**src/rtl/step_pulse_seq_if.sv**
```systemverilog
// step_pulse_seq_if: command/status bundle between the motion register block and the step sequencer
interface step_pulse_seq_if #(
  parameter int PERIOD_W = 16,
  parameter int STEPS_W  = 32
);
  logic                start;
  logic [PERIOD_W-1:0] period;
  logic [STEPS_W-1:0]  steps;
  logic                dir_in;
  logic                period_wr;
  logic                abort;
  logic                step_out;
  logic                dir_out;
  logic                busy;
  logic                done;
  logic                aborted;
  logic [STEPS_W-1:0]  steps_done;
  logic                err;
  modport master (
    output start, period, steps, dir_in, period_wr, abort,
    input  step_out, dir_out, busy, done, aborted, steps_done, err
  );
  modport slave (
    input  start, period, steps, dir_in, period_wr, abort,
    output step_out, dir_out, busy, done, aborted, steps_done, err
  );
endinterface

```
**src/rtl/step_pulse_seq.sv**
```systemverilog
// step_pulse_seq: step/direction sequencer with setup delay, live period updates and pulse-safe abort
module step_pulse_seq #(
  parameter int PERIOD_W   = 16,
  parameter int STEPS_W    = 32,
  parameter int SETUP_CYC  = 2,
  parameter int MIN_PERIOD = 4
) (
  input logic clk,
  input logic rst,
  step_pulse_seq_if.slave bus
);
  localparam int SC_W = $clog2(SETUP_CYC + 1);
  typedef enum logic [1:0] {IDLE, SETUP, RUN} state_t;
  state_t              state;
  logic [PERIOD_W-1:0] per_q, pend_q, k, per_nx, k_nx;
  logic [STEPS_W-1:0]  steps_q;
  logic [SC_W-1:0]     sc;
  logic                pend_v, abort_q, per_ok, wr_ok, k_last, high, last_step, abort_any;
  assign per_ok    = bus.period >= PERIOD_W'(MIN_PERIOD);
  assign wr_ok     = bus.period_wr && per_ok;
  // a legal write landing on the last phase cycle still reaches the very next step
  assign per_nx    = wr_ok ? bus.period : pend_v ? pend_q : per_q;
  assign k_nx      = k + 1'b1;
  assign k_last    = k == per_q - 1'b1;
  assign high      = k >= (per_q >> 1);
  assign last_step = bus.steps_done == steps_q - 1'b1;
  assign abort_any = bus.abort || abort_q;
  always_ff @(posedge clk or negedge rst) begin
    if (!rst) begin
      state          <= IDLE;
      per_q          <= '0;
      pend_q         <= '0;
      pend_v         <= 1'b0;
      abort_q        <= 1'b0;
      k              <= '0;
      sc             <= '0;
      steps_q        <= '0;
      bus.step_out   <= 1'b0;
      bus.dir_out    <= 1'b0;
      bus.busy       <= 1'b0;
      bus.done       <= 1'b0;
      bus.aborted    <= 1'b0;
      bus.steps_done <= '0;
      bus.err        <= 1'b0;
    end else begin
      bus.done <= 1'b0;
      bus.err  <= 1'b0;
      if (bus.busy && bus.period_wr) begin
        if (per_ok) begin
          pend_q <= bus.period;
          pend_v <= 1'b1;
        end else bus.err <= 1'b1;
      end
      case (state)
        IDLE: if (bus.start) begin
          if (per_ok && bus.steps != '0) begin
            state          <= SETUP;
            per_q          <= bus.period;
            steps_q        <= bus.steps;
            bus.dir_out    <= bus.dir_in;
            bus.busy       <= 1'b1;
            bus.steps_done <= '0;
            bus.aborted    <= 1'b0;
            pend_v         <= 1'b0;
            abort_q        <= 1'b0;
            sc             <= '0;
          end else bus.err <= 1'b1;
        end
        SETUP: if (bus.abort) begin
          state       <= IDLE;
          bus.busy    <= 1'b0;
          bus.done    <= 1'b1;
          bus.aborted <= 1'b1;
        end else if (sc == SC_W'(SETUP_CYC - 1)) begin
          state        <= RUN;
          k            <= '0;
          per_q        <= per_nx;
          pend_v       <= 1'b0;
          bus.step_out <= 1'b0;
        end else sc <= sc + 1'b1;
        RUN: if (abort_any && !high) begin
          state       <= IDLE;
          bus.busy    <= 1'b0;
          bus.done    <= 1'b1;
          bus.aborted <= 1'b1;
        end else if (k_last) begin
          bus.steps_done <= bus.steps_done + 1'b1;
          bus.step_out   <= 1'b0;
          if (last_step || abort_any) begin
            state       <= IDLE;
            bus.busy    <= 1'b0;
            bus.done    <= 1'b1;
            bus.aborted <= !last_step;
          end else begin
            k      <= '0;
            per_q  <= per_nx;
            pend_v <= 1'b0;
          end
        end else begin
          k            <= k_nx;
          bus.step_out <= k_nx >= (per_q >> 1);
          if (bus.abort) abort_q <= 1'b1;
        end
        default: state <= IDLE;
      endcase
    end
  end
endmodule

```
**src/flat_wrapper.sv**
```systemverilog
// flat-port wrapper written by rule: the top's interface ports become plain ports
module step_pulse_seq_flat 
#(
  parameter int PERIOD_W   = 16,
  parameter int STEPS_W    = 32,
  parameter int SETUP_CYC  = 2,
  parameter int MIN_PERIOD = 4
)
  (clk, rst, bus_start, bus_period, bus_steps, bus_dir_in, bus_period_wr, bus_abort, bus_step_out, bus_dir_out, bus_busy, bus_done, bus_aborted, bus_steps_done, bus_err);
  step_pulse_seq_if #(.PERIOD_W(PERIOD_W), .STEPS_W(STEPS_W)) bus_i ();
  input logic clk;
  input logic rst;
  input wire logic [$bits(bus_i.start)-1:0] bus_start;
  input wire logic [$bits(bus_i.period)-1:0] bus_period;
  input wire logic [$bits(bus_i.steps)-1:0] bus_steps;
  input wire logic [$bits(bus_i.dir_in)-1:0] bus_dir_in;
  input wire logic [$bits(bus_i.period_wr)-1:0] bus_period_wr;
  input wire logic [$bits(bus_i.abort)-1:0] bus_abort;
  output wire logic [$bits(bus_i.step_out)-1:0] bus_step_out;
  output wire logic [$bits(bus_i.dir_out)-1:0] bus_dir_out;
  output wire logic [$bits(bus_i.busy)-1:0] bus_busy;
  output wire logic [$bits(bus_i.done)-1:0] bus_done;
  output wire logic [$bits(bus_i.aborted)-1:0] bus_aborted;
  output wire logic [$bits(bus_i.steps_done)-1:0] bus_steps_done;
  output wire logic [$bits(bus_i.err)-1:0] bus_err;
  assign bus_i.start = bus_start;
  assign bus_i.period = bus_period;
  assign bus_i.steps = bus_steps;
  assign bus_i.dir_in = bus_dir_in;
  assign bus_i.period_wr = bus_period_wr;
  assign bus_i.abort = bus_abort;
  assign bus_step_out = bus_i.step_out;
  assign bus_dir_out = bus_i.dir_out;
  assign bus_busy = bus_i.busy;
  assign bus_done = bus_i.done;
  assign bus_aborted = bus_i.aborted;
  assign bus_steps_done = bus_i.steps_done;
  assign bus_err = bus_i.err;
  step_pulse_seq #(.PERIOD_W(PERIOD_W), .STEPS_W(STEPS_W), .SETUP_CYC(SETUP_CYC), .MIN_PERIOD(MIN_PERIOD)) u_core (.clk(clk), .rst(rst), .bus(bus_i));
endmodule
```
**config.mk**
```make
export PLATFORM = sky130hd
export DESIGN_NAME = step_pulse_seq_flat
export DESIGN_NICKNAME = d
export VERILOG_FILES = /design/src/rtl/step_pulse_seq_if.sv /design/src/rtl/step_pulse_seq.sv /design/src/flat_wrapper.sv
export SDC_FILE = /design/constraint.sdc
export NUM_CORES = 1
export LEC_CHECK = 0
export ABC_AREA = 1
export BUFFER_PORTS_ARGS = -buffer_cell sky130_fd_sc_hd__buf_4
export CAP_MARGIN = 10
export CORE_MARGIN = 1
export CORE_UTILIZATION = 61
export DETAILED_ROUTE_END_ITERATION = 10
export GPL_TIMING_DRIVEN = 0
export HOLD_SLACK_MARGIN = 0.1
export PLACE_DENSITY = 0.82
export SLEW_MARGIN = 10
export SYNTH_ARGS = -nofsm -noshare
export SYNTH_HDL_FRONTEND = slang
export SYNTH_SLANG_ARGS = --single-unit
```
**constraint.sdc**
```tcl
create_clock -name clk -period 3.2 [get_ports clk]
set_input_delay 0.32 -clock clk [delete_from_list [all_inputs] [get_ports clk]]
set_output_delay 0.32 -clock clk [all_outputs]
set_load 0.01 [all_outputs]
```
Word-level counts from Yosys, hierarchy flattened. Cells that the tools add are included.

Input bits: 54. Word-level logic and storage cells: 143. Register bits after elaboration: 124. Output and inout bits: 38.

Add/sub/neg operators: 5. Mux-type cells: 76. Magnitude comparators: 3. Equality and inequality tests: 20. Reductions and logical operators: 24.

Operators with widths (count): $mux 16 (14); $mux 32 (4); $pmux 32 s2 (1); $pmux 16 s3 (1); $mux 1 (36); $add 32x1->32 const B (1); $eq 32x32->1 (1); $ge 16x15->1 (2); $pmux 16 s2 (1); $reduce_bool 32->1 (1); $sub 32x1->32 const B (1); $mux 2 (11); $reduce_and 5->1 (4); $add 16x1->16 const B (1); $eq 16x16->1 (1); $ge 16x3->1 const B (1); $ne 2x2->1 const B (8); $sub 16x1->16 const B (1); $reduce_and 6->1 (2); $pmux 1 s3 (3); $reduce_and 8->1 (1); $ne 2x1->1 const B (3); $ne 3x1->1 const B (2); $pmux 1 s2 (3); other kinds (16) (24).

Logic depth before layout (Yosys ltp).
Depth after elaboration: 7. Depth in mapped cells: 19. Gate-level depth less buffers: 18.

Worst setup path after synthesis. Ideal clock, no wire load.

Path kind: register -> register. From: register u_core.k[0]. To: register u_core.bus.step_out. Arrival: 2.278 ns. Cell stages (with the launch flop): 19. Period minus slack after synthesis: 2.394 ns. Library setup time: 0.116 ns. Buffers on the path: 0. Data required time: 3.084 ns. Path slack: 0.806 ns. Cell sequence: dfrtp_1 -> ha_1 -> nand2_1 -> nor2_1 -> inv_1 -> nor2_1 -> nand3_1 -> or3_1 -> inv_1 -> nand2_1 -> nand2_1 -> inv_1 -> ha_1 -> nand2_1 -> o211ai_1 -> a21oi_1 -> nand3_1 -> nand2_1 -> nand2_1.

Longest elaborated chain between the ends: 5. Elaborated cells between the ends (all ways): 11. Classes of those cells: 1 x add/sub; 2 x order compare; 2 x eq/ne; 3 x mux; 3 x reduce/logical.

RTL lines: start: declaration (line step_pulse_seq.sv:15) `logic [PERIOD_W-1:0] per_q, pend_q, k, per_nx, k_nx;`; start signal: assignment (line step_pulse_seq.sv:100) `k <= k_nx;`; $add 16x1->16 / $ge 16x15->1 (equally long branches) (line step_pulse_seq.sv:23, step_pulse_seq.sv:25); $ge 16x15->1 / $logic_not 1->1 (equally long branches) (line step_pulse_seq.sv:101, step_pulse_seq.sv:81); $mux 1 / $logic_and 1x1->1 (equally long branches) (line step_pulse_seq.sv:86, step_pulse_seq.sv:81); $mux 1 / $ne 2x2->1 (equally long branches); $pmux 1 s2 / $reduce_and 4->1 (equally long branches); end signal: assignment (line step_pulse_seq.sv:101) `bus.step_out <= k_nx >= (per_q >> 1);`; end: declaration (line step_pulse_seq_if.sv:25) `output step_out, dir_out, busy, done, aborted, steps_done, err`.

Parallel ways exist; a longest one is shown, timed or not. The select of a mux whose other input is x is not followed. A chain may end at the register's enable or synchronous reset.

Worst setup path after layout. Ends and elaborated chain as after synthesis.

==> results by stage <==
Synthesis:
- The prevailing post-synth register cell is dfrtp_1.
- The average cell area after synthesis is between 6 and 7 µm².
- The number of instances in the synthesized netlist is approximately 1400.
- Counting every net in the synthesized netlist gives around 1500.
- Counting flops and latches in the post-synthesis netlist gives ~120.
- The synthesized area is 0.00945 mm².
- During synthesis, Yosys emitted a total of 0 warnings.
- The share of flip-flops with an asynchronous set or reset after synthesis is 1.00.
- The sequential area share after synthesis is 0.328.
- The number of enable flip-flop cells after synthesis is 0.
- The unique cell type count in the Yosys netlist is 44.

Power:
- The peak supply drop is between 0.0005 and 0.0006 V.
- The power density over cell area is 770 mW/mm².
- For this design the static power due to leakage is roughly 5.5 nW.
- Summing internal, switching and leakage power gives 8.54 mW.

Min path:
- The start point of the worst min-delay path is bus_steps[20].
- The end point of the worst hold path is u_core.steps_q[20].
- The kind of path behind the tightest hold check is input pin to flop.
- Counting instances, the worst hold path has a depth of 3.

Drt:
- Dividing the detail-routed wire length by the instance count gives between 15 and 20 µm.
- The total routed wirelength is between 20 and 30 mm.
- The post-route DRC violation count is 0.
- The routed layout has 9544 vias.
- Once detail routing completed, the nets flagged for antenna violations numbered 0.
- After the first detailed-routing iteration, the DRC count stood at 987.
- The number of iterations in the first detailed-routing pass is 5.
- The number of vias per cell is around 5.5.

Clocking:
- The later pin in the worst-skew pair is clocked with a latency of 0.43 ns.
- Clock-pin slew was measured on the worst setup and hold paths at around 0.06 ns.
- The clock passes through at most 2 buffers.
- TritonCTS created 17 clock buffers.
- The TritonCTS clock tree is built.
- The root buffer cell chosen for the clock tree is clkbuf_16.
- CTS saw 124 sinks.
- The H-tree generated during clock tree synthesis spans 4 levels.

Timing:
- The maximum clock frequency is between 0.3 and 0.4 GHz.
- The worst relative slew slack is 0.501.
- Of the available clock period, the critical path in the final layout requires 0.935.
- Setup repair after global routing left no endpoint under its margin.
- The clock period could shrink to about 3 ns.
- The transition time at the pin with the least slew margin is about 0.74 ns.
- The final max-slew violation count came to 0.
- The hold violation count in the final report came to 0.
- The tightest hold path in the finished design has a slack of 0.102 ns.
- Setup violations remaining at the end of the flow were counted as 0.
- The clock tree skew after final layout is 0.0104 ns.

Worst setup path:
- Data on the critical path is required at its endpoint by roughly 3.5 ns.
- The critical path endpoint category is a flop.
- At the worst endpoint, the arrival time is roughly 3.3 ns.
- The startpoint of the most critical setup path is u_core.k[0].
- The startpoint kind of the worst setup timing path is a flop.
- The endpoint identified for the worst register-to-register timing path is u_core.bus.step_out.
- Traced cell by cell, the critical path runs through ha_1 -> nand2_1 -> nor2_1 -> inv_1 -> nor2_1 -> nand3_1 -> or3_1 -> inv_1 -> nand2_1 -> nand2_1 -> inv_1 -> ha_1 -> nand2_1 -> o211ai_1 -> a21oi_1 -> nand3_1 -> nand2_1 -> nand2_1.
- The cell occurring most often along the worst timing path is nand2_1.
- In this run the number of cells on the critical path is 18.
- The depth of the worst register-to-register path is 18.
- For this design, the slowest cell found on the critical path is dfrtp_1.
- The worst register-to-register path begins at u_core.k[0].
- The worst-path maximum fanout is 7.
- For this run, the slowest stage of the critical path takes between 0.4 and 0.5 ns.
- Counting both buffers and inverters, the worst setup path holds a total of 3.
- The family with the most delay on the worst path is simple AND/OR/NAND/NOR gates.
- The setup slack of the worst register-to-register path is between 0.2 and 0.25 ns.
- The worst setup path is of the flop to flop kind.

Floorplanning:
- The horizontal die dimension is between 100 and 150 µm.
- The core region is 0.0151 mm².
- The site row count is between 40 and 50.
- Measured along the y axis, the die boundary spans 126 µm.
- The starting utilization of the core area is 0.624.
- The die footprint is 0.0160 mm².
- The I/O pin total is about 90.

Final layout:
- The number of inserted filler cells in the final layout is around 1300.
- The total inserted antenna cells is 0.
- After the flow finishes, the layout carries non-filler instances totaling around 1700.
- The commonest non-fill, non-tap cell in the layout is nand2_1.
- After routing the design area is about 0.011 mm².
- At the end of the flow the core is filled with cells to 0.732.
- The net total in the final layout is between 1500 and 2000.
- In the layout the commonest cells are nand2_1, nor2_1, inv_1, dfrtp_1, buf_4.
- The fraction of layout cells with a size suffix above 1 is 0.125.
- The synthesis-to-finish area growth is 17.4%.

GRT:
- The first global-routing pass estimated between 40 and 50 mm of wire.
- The sum of overflow across all layers after global routing is 0.
- The initial antenna violation count is 0.
- The number of global-route vias before repair is between 8000 and 9000.
- The pin count of the biggest net entering global routing is 82.
- The total global-route track usage is 0.346.

Placed design:
- The count of buffers from port buffering is between 90 and 100.
- The placed instances occupy a cell area of a little over 0.01 mm².
- The total instance count after detailed placement is 1696.
- The post-detailed-placement half-perimeter wirelength is 19.9 mm.
- At the end of routability-driven placement, the weighted congestion stood at 0.931.

Job:
- Max-cap violations in this run came to 0.

Outcome:
- The run finished with clean final reports.
## routing by layer
metal	global-route usage	wire, µm
met5	0	0
met4	0.0992	430
met3	0.0662	2380
met2	0.526	11300
met1	0.502	12100
## metrics by stage
stage	setup TNS [ns]	setup WS [ns]
2_1_floorplan	0	0.806
3_3_place_gp	0	0.0418
3_5_place_dp	-0.00799	-0.00799
4_1_cts	0	0.0807
5_1_grt	0	0.0117
6_report	0	0.209
## logic make-up (layout without fill, tap and decap cells)
logic type                 after synthesis  count (layout)  share of synthesized area
AOI/OAI and AO/OA                      118             118                     0.0678
xor gates and xnor gates                90              90                     0.0834
adders and majority gates               39              39                     0.0516
buffers and inverters                  191             325                     0.0810
DFF                                    124             124                      0.328
and+or+nand+nor                        854             854                      0.388
## report_power, final
part | switching (mW) | leakage [nW] | internal (mW)
Sequential | 0.530 | 1.61 | 2.03
Clock | 0.760 | 0.280 | 1.17
Combinational | 2.61 | 3.63 | 1.44
Total | 3.90 | 5.52 | 4.64
## how the worst max path moves through the flow
stage,endpoint
final,u_core.bus.step_out
after global routing,u_core.bus.step_out
after CTS,u_core.steps_q[3]
after detailed placement,u_core.steps_q[3]
after global placement,u_core.steps_q[4]
after floorplan,u_core.bus.step_out
## tightest hold or removal path, delay by kind of cell
kind / cells / cell delay (ns)
buffers and inverters: 1 / 0.08
and+or+nand+nor: 2 / 0.09
## sequential cells by signal, indices dropped and copies added (netlist names), 2 cells and up
| signal | count |
|---|---|
| u_core.bus.steps_done | 32 |
| u_core.pend_q | 16 |
| u_core.state | 2 |
| u_core.per_q | 16 |
| u_core.k | 16 |
| u_core.steps_q | 32 |
| u_core.sc | 2 |
## layout make-up
cell class | count | area (µm²) | share of cell area
tap | 188 | 235 | 0.0212
timing repair buffer | 102 | 805 | 0.0725
clock buffer | 19 | 443 | 0.0399
clock inverter | 13 | 141 | 0.0127
sequential | 124 | 3100 | 0.280
inverter | 155 | 586 | 0.0528
buffer | 36 | 184 | 0.0166
multi-input combinational | 1101 | 5600 | 0.504
## timing repair
action,in CTS,in global routing
hold buffers,6,0
hold endpoints to repair,48,0
gates resized for setup,0,4
buffers inserted,0,4
setup endpoints to repair,0,27
## cells in the mapped netlist (3+ instances only)
master | count | area [µm²]
nor3_1 | 29 | 145
nand3_1 | 78 | 390
inv_2 | 5 | 18.8
buf_2 | 5 | 25.0
nor4_1 | 16 | 100
nand2_4 | 3 | 33.8
o21ai_0 | 62 | 310
o211ai_1 | 3 | 22.5
nand4_1 | 18 | 113
buf_4 | 7 | 52.6
clkbuf_1 | 20 | 75.1
inv_1 | 148 | 556
o21ai_1 | 12 | 60.1
dfrtp_1 | 124 | 3100
a21oi_1 | 28 | 140
nor2_1 | 192 | 721
ha_1 | 39 | 488
xor2_1 | 59 | 517
or2_2 | 6 | 37.5
nor2_4 | 8 | 90.1
nand2_2 | 8 | 50.1
nand3b_1 | 6 | 45.0
o21bai_1 | 3 | 22.5
nand2_1 | 473 | 1780
nor2_2 | 8 | 50.1
xnor2_1 | 31 | 272
(Power assumes the default switching activity.)
